## src/rtl/port_packer.sv

```systemverilog
// Packs a stream of DIN_WIDTH beats into a DOUT_WIDTH shadow word and commits it to
// dout one cycle after the tlast beat. Beats past N_WORDS are dropped and flagged as overrun.
module port_packer #(
    parameter int DIN_WIDTH  = 32,
    parameter int DOUT_WIDTH = 512
) (
    input  logic                                       aclk,
    input  logic                                       aresetn,
    input  logic [DIN_WIDTH-1:0]                       s_axis_tdata,
    input  logic                                       s_axis_tvalid,
    input  logic                                       s_axis_tlast,
    output logic                                       s_axis_tready,
    input  logic                                       clear_err,
    output logic [DOUT_WIDTH-1:0]                      dout,
    output logic                                       dout_update,
    output logic [$clog2(DOUT_WIDTH/DIN_WIDTH):0]      frame_len,
    output logic                                       overrun
);

    localparam int N_WORDS = DOUT_WIDTH / DIN_WIDTH;
    localparam int IDX_W   = $clog2(N_WORDS) + 1;
    localparam logic [IDX_W-1:0] IDX_FULL = IDX_W'(N_WORDS);

    typedef enum logic [0:0] {
        ST_FILL   = 1'b0,
        ST_COMMIT = 1'b1
    } state_t;

    state_t                 state_r;
    logic [IDX_W-1:0]       idx_r;
    logic [DOUT_WIDTH-1:0]  shadow_r;
    logic [DOUT_WIDTH-1:0]  dout_r;
    logic                   dout_update_r;
    logic [IDX_W-1:0]       frame_len_r;
    logic                   overrun_r;
    logic                   ready_r;
    logic                   xfer_s;
    logic                   ovf_s;

    // Ready comes straight from a register, so it never depends on tvalid.
    assign xfer_s = s_axis_tvalid & ready_r;
    assign ovf_s  = xfer_s & (idx_r >= IDX_FULL);

    assign s_axis_tready = ready_r;
    assign dout          = dout_r;
    assign dout_update   = dout_update_r;
    assign frame_len     = frame_len_r;
    assign overrun       = overrun_r;

    // Fill/commit state machine with the shadow, index and committed output registers.
    always_ff @(posedge aclk or negedge aresetn) begin
        if (!aresetn) begin
            state_r       <= ST_FILL;
            idx_r         <= {IDX_W{1'b0}};
            shadow_r      <= {DOUT_WIDTH{1'b0}};
            dout_r        <= {DOUT_WIDTH{1'b0}};
            dout_update_r <= 1'b0;
            frame_len_r   <= {IDX_W{1'b0}};
            ready_r       <= 1'b0;
        end else begin
            dout_update_r <= 1'b0;
            case (state_r)
                ST_FILL: begin
                    ready_r <= 1'b1;
                    if (xfer_s) begin
                        if (idx_r < IDX_FULL) begin
                            for (int i = 0; i < N_WORDS; i++) begin
                                if (idx_r == IDX_W'(i)) begin
                                    shadow_r[i*DIN_WIDTH +: DIN_WIDTH] <= s_axis_tdata;
                                end
                            end
                            idx_r <= idx_r + {{(IDX_W-1){1'b0}}, 1'b1};
                        end
                        if (s_axis_tlast) begin
                            state_r <= ST_COMMIT;
                            ready_r <= 1'b0;
                        end
                    end
                end
                ST_COMMIT: begin
                    // idx_r already counts the tlast beat and is saturated at N_WORDS.
                    dout_r        <= shadow_r;
                    dout_update_r <= 1'b1;
                    frame_len_r   <= idx_r;
                    idx_r         <= {IDX_W{1'b0}};
                    ready_r       <= 1'b1;
                    state_r       <= ST_FILL;
                end
                default: begin
                    state_r <= ST_FILL;
                    idx_r   <= {IDX_W{1'b0}};
                    ready_r <= 1'b0;
                end
            endcase
        end
    end

    // Sticky overrun flag; a new overrun event takes priority over clear_err.
    always_ff @(posedge aclk or negedge aresetn) begin
        if (!aresetn) begin
            overrun_r <= 1'b0;
        end else if (ovf_s) begin
            overrun_r <= 1'b1;
        end else if (clear_err) begin
            overrun_r <= 1'b0;
        end else begin
            overrun_r <= overrun_r;
        end
    end

endmodule

```

## config.mk

```make
export PLATFORM = sky130hd
export DESIGN_NAME = port_packer
export DESIGN_NICKNAME = d
export VERILOG_FILES = /design/src/rtl/port_packer.sv
export SDC_FILE = /design/constraint.sdc
export NUM_CORES = 1
export LEC_CHECK = 0
export ABC_AREA = 1
export CORE_ASPECT_RATIO = 1.1
export CORE_MARGIN = 4
export CORE_UTILIZATION = 50
export CTS_BUF_LIST = sky130_fd_sc_hd__clkbuf_16
export DETAILED_ROUTE_END_ITERATION = 8
export HOLD_SLACK_MARGIN = 0.05
export PLACE_DENSITY = 0.77
export SLEW_MARGIN = 40
export SYNTH_ARGS = -nofsm -noshare
export SYNTH_HDL_FRONTEND = slang
export SYNTH_SLANG_ARGS = --single-unit
```

## constraint.sdc

```tcl
create_clock -name aclk -period 3 [get_ports aclk]
set_input_delay 0.6 -clock aclk [delete_from_list [all_inputs] [get_ports aclk]]
set_output_delay 0.6 -clock aclk [all_outputs]
set_load 0.05 [all_outputs]
```

* Word level (Yosys, flattened, before mapping)
Cells that the tools add are included.
Widths: inputs -> output; s select.
** Storage, ports and cells
- Register bits after elaboration :: 1038
- Output and inout port bits :: 520
** Cells by class
- $add $sub $neg :: 1
- Magnitude comparators :: 2
- Equal/unequal tests :: 17
- Mux-type cells :: 12
- Bitwise logic cells :: 3
- Reductions and logical operators :: 19
** Operator list (count)
- $reduce_and 4->1 :: 16
- $eq 5x4->1 const B :: 8
- $eq 5x3->1 const B :: 4
- $eq 5x2->1 const B :: 2
- $mux 5 :: 2
- $pmux 5 s2 :: 1
- $mux 1 :: 7
- $add 5x1->5 const B :: 1
- $eq 5x1->1 const B :: 1
- $ge 5x5->1 const B :: 1
- $logic_not 5->1 :: 1
- $lt 5x5->1 const B :: 1
- $ne 2x2->1 const B :: 2
- $pmux 1 s2 :: 2
- $and 1x1->1 :: 2
- $reduce_and 2->1 :: 1
- $reduce_bool 2->1 :: 1
- $not 1->1 :: 1

* Longest topological paths before layout
- Word-level depth :: 4
- Gate-level depth with buffers :: 9
- Mapped depth without buffers :: 7

* Worst setup path before layout
No wires, ideal clock.
- Path kind :: reg2reg
- Start :: register ready_r (netlist: s_axis_tready)
- End :: register shadow_r[100]
- Setup time :: 0.117 ns
- Arrival :: 1.699 ns
- Path slack :: 1.184 ns
- Cell stages (with the launch flop) :: 8
- Buffers on the path :: 2
- Period minus slack after synthesis :: 1.816 ns
- Cells stage by stage :: dfrtp_1 -> nand2_1 -> nor2_2 -> buf_2 -> nand3_1 -> clkbuf_1 -> nand2_1 -> nand2_1
** On the way
- Longest elaborated chain between the ends :: 2
** Ends and longest elaborated chain
- start, declared :: line 36 : logic ready_r;
- start signal, assigned :: line 59 : ready_r <= 1'b0;
- start signal, assigned :: line 64 : ready_r <= 1'b1;
- start signal, assigned :: line 76 : ready_r <= 1'b0;
- $and 1x1->1 :: line 41 : assign xfer_s = s_axis_tvalid & ready_r;
- $reduce_and 4->1 (no source line)
- end signal, assigned :: line 55 : shadow_r <= {DOUT_WIDTH{1'b0}};
- end signal, assigned by index :: line 69 : shadow_r[i*DIN_WIDTH +: DIN_WIDTH] <= s_axis_tdata;
- end, declared :: line 31 : logic [DOUT_WIDTH-1:0] shadow_r;
No other way between the ends.
A chain may end at the register's enable or synchronous reset.

* Final worst setup path
- Start :: register dout_r[257] (netlist: dout[257])
- End :: output dout[257]
** RTL lines
- start, declared :: line 32 : logic [DOUT_WIDTH-1:0] dout_r;
- start signal, assigned :: line 56 : dout_r <= {DOUT_WIDTH{1'b0}};
- start signal, assigned :: line 82 : dout_r <= shadow_r;
- end, declared :: line 14 : output logic [DOUT_WIDTH-1:0] dout,
No word-level cell between the ends.

==> impl_metrics.env <==
export IMPL_area_growth_syn_to_layout_pct=24.07
export IMPL_routabilityCongestion=0.8311
export IMPL_final_layout_setup_total_negative_slack_ns=0
export IMPL_cp_start_kind="register"
export IMPL_synthesis_nets=4624
export IMPL_synthDominantCellAreaShare_pct=63.67
export IMPL_pin_count_of_the_biggest_net_entering_global_routing=179
export IMPL_grt_pass1_wl_um=210300
export IMPL_setup_viol=0
export IMPL_initial_utilization_pct=50.62
export IMPL_synth_avg_cell_area_um2=8.904
export IMPL_drt_drc_violations_left=0
export IMPL_die_area_um2=86240
export IMPL_routed_wl_per_cell_um=22.83
export IMPL_nNetsFinal=5016
export IMPL_post_synth_instance_area_um2=40800
export IMPL_critical_path_n_buffers_inverters=1
export IMPL_layout_commonest_cell="sky130_fd_sc_hd__nand2_1"
export IMPL_antenna_found_initial=1
export IMPL_clkSlewWorstSetupHoldPaths_ns=0.07
export IMPL_met1_usage_pct=42.93
export IMPL_drt_vias_per_instance=5.704
export IMPL_holdCritPathClass="input pin to register"
export IMPL_cp_required_ns=2.40
export IMPL_cts_root_buf="sky130_fd_sc_hd__clkbuf_16"
export IMPL_place_worst_setup_slack_ns=0.5062
export IMPL_status="completed"
export IMPL_critical_path_slowest_cell="sky130_fd_sc_hd__clkdlybuf4s50_1"
export IMPL_crit_arrival_ns=1.99
export IMPL_dieWidth_um=280.4
export IMPL_dr_total_vias=34853
export IMPL_fin_crit_sh_pct=86.28
export IMPL_synth_cell_types=17
export IMPL_dp_hpwl_um=84980
export IMPL_worst_path_max_fanout=2
export IMPL_powerDensity_nw_per_um2=854.8
export IMPL_post_synthesis_cells=4582
export IMPL_numPortBuffers=556
export IMPL_globalRouteTotalUtil_pct=31.84
export IMPL_postLayoutSetupSlackWorst_ns=0.4116
export IMPL_gr_usage_met2_pct=48.14
export IMPL_met3_usage_pct=7.028
export IMPL_h_tree_depth=3
export IMPL_core_rowCount=109
export IMPL_ys_seq_elements=1038
export IMPL_slew_limit_headroom_pct=37.08
export IMPL_drtIter0Drc=4664
export IMPL_drtAntennaViolNets=0
export IMPL_period_minus_slack_ns=2.588
export IMPL_vias_in_the_first_global_route=34011
export IMPL_design_portCount=557
export IMPL_warnings_from_yosys=0
export IMPL_clockBufferDepth=3
export IMPL_die_h_um=307.6
export IMPL_global_route_peak_usage_layer="met2"
export IMPL_peakVddDrop_mv=0.7637
export IMPL_max_cap_violations=0
export IMPL_synth_top_cell_by_area="sky130_fd_sc_hd__dfrtp_1"
export IMPL_maximum_frequency_from_static_timing_analysis_mhz=386.3
export IMPL_criticalPathCategory="register to output port"
export IMPL_core_area_um2=80600
export IMPL_layout_cells_most_common_list="sky130_fd_sc_hd__nand2_1, sky130_fd_sc_hd__dfrtp_1, sky130_fd_sc_hd__clkdlybuf4s50_1"
export IMPL_end_kind="output port"
export IMPL_cp_slowest_stage_delay_ns=0.99
export IMPL_cts_sinks=1038
export IMPL_final_max_slew_violation_count=0
export IMPL_gr_total_overflow=0
export IMPL_hold_violations=0
export IMPL_leakage_nw=27.14
export IMPL_drtPass1Iterations=6
export IMPL_worst_clock_skew_ns=0.02459
export IMPL_cp_cell_sequence="clkdlybuf4s50_1"
export IMPL_fillers=6430
export IMPL_cts_buffers_inserted=101
export IMPL_final_layout_size_suffix_gt1_share_pct=5.895
export IMPL_cts_tree="built"
export IMPL_post_cts_resize_count=0
export IMPL_synth_seq_area_share_pct=63.67
export IMPL_crit_family="buffers and inverters"
export IMPL_worst_skew_pair_late_latency_ns=0.67
export IMPL_synth_top_cells_by_area="sky130_fd_sc_hd__dfrtp_1, sky130_fd_sc_hd__nand2_1, sky130_fd_sc_hd__nand4_1"
export IMPL_worst_slew_pin_slew_ns=0.9438
export IMPL_wl_final_um=139500
export IMPL_setup_repair_after_global_routing_missed_its_margin="no"
stage by stage:
step           instance area (µm²)  util, %  hold WS (ns)  std cells  total power [mW]
2_1_floorplan                40800        -        0.3044       4582             25.76
3_3_place_gp                 47310    58.70        0.4533       5922             30.50
3_5_place_dp                 47310    58.70        0.4573       5922             30.71
4_1_cts                      50580    62.75        0.4153       6107             43.32
5_1_grt                      50620    62.80        0.4405       6109             44.93
6_report                     50620    62.80        0.4508       6110             43.27
flip-flops by register name (all words and copies together), names as in the netlist:
register       cells
idx_r              5
shadow_r         512
s_axis_tready      1
dout_update        1
overrun            1
dout             512
frame_len          5
state_r            1
cell type report:
cell class	count	area [µm²]	area share, %
inverters	16	68.82	0.1359
clock buffers	102	2552	5.042
flip-flops and latches	1038	25980	51.32
diodes	1	2.502	0.004943
clock inverters	82	700.7	1.384
repair buffers	683	6840	13.51
well taps	1054	1319	2.605
multi-input cells	3134	13160	25.99
synth_stat cells:
master	n
sky130_fd_sc_hd__nor2_2	1
sky130_fd_sc_hd__nand4_1	480
sky130_fd_sc_hd__inv_2	1
sky130_fd_sc_hd__dfrtp_1	1038
sky130_fd_sc_hd__buf_2	145
sky130_fd_sc_hd__a21oi_1	2
sky130_fd_sc_hd__nand2_1	2572
sky130_fd_sc_hd__nand3_1	48
sky130_fd_sc_hd__ha_1	5
sky130_fd_sc_hd__inv_1	14
sky130_fd_sc_hd__buf_4	4
sky130_fd_sc_hd__nor2_1	16
sky130_fd_sc_hd__clkinv_1	1
sky130_fd_sc_hd__clkbuf_1	221
sky130_fd_sc_hd__o21ai_0	8
sky130_fd_sc_hd__o22ai_1	2
sky130_fd_sc_hd__buf_1	24
report_power, final:
group / internal (mW) / switching [mW] / total [mW]
combinational: 3.44 / 8.71 / 12.2
clock: 7.06 / 5.54 / 12.6
sequential: 16.6 / 1.88 / 18.5
worst paths after layout:
| path | startpoint | end | slack, ns | depth (start not counted) |
|---|---|---|---|---|
| min in group asynchronous | aresetn | dout[335] | 0.56 | 2 |
| max | dout[257] | dout[257] | 0.41 | 1 |
| min reg2reg | shadow_r[350] | dout[350] | 0.46 | 2 |
| max reg2reg | idx_r[1] | shadow_r[190] | 0.79 | 9 |
| min | s_axis_tlast | s_axis_tready | 0.45 | 2 |
| max in group asynchronous | aresetn | dout[70] | 1.32 | 4 |
kinds of logic after synthesis:
logic type                 count (synthesis)  share of synthesized area, %
adders and majority gates                  5                        0.1533
AOI/OAI and AO/OA                         12                        0.1533
buffers and inverters                    410                         4.254
and+or+nand+nor                         3117                         31.77
DFF                                     1038                         63.67
layer usage:
metal  wire (µm)  vias to the layer above  share of wire, %
li1            -                    15366                 -
met1       53670                    17042                38
met2       62890                     2003                45
met3       13720                      440               9.8
met4        9216                        2               6.6
met5          19                        -             0.014
timing repair:
action,4_1_cts,5_1_grt
endpoints found under the hold margin,41,0
hold buffers,1,0
buffers inserted,0,0
No activity file was read; power rests on OpenSTA's default activity.
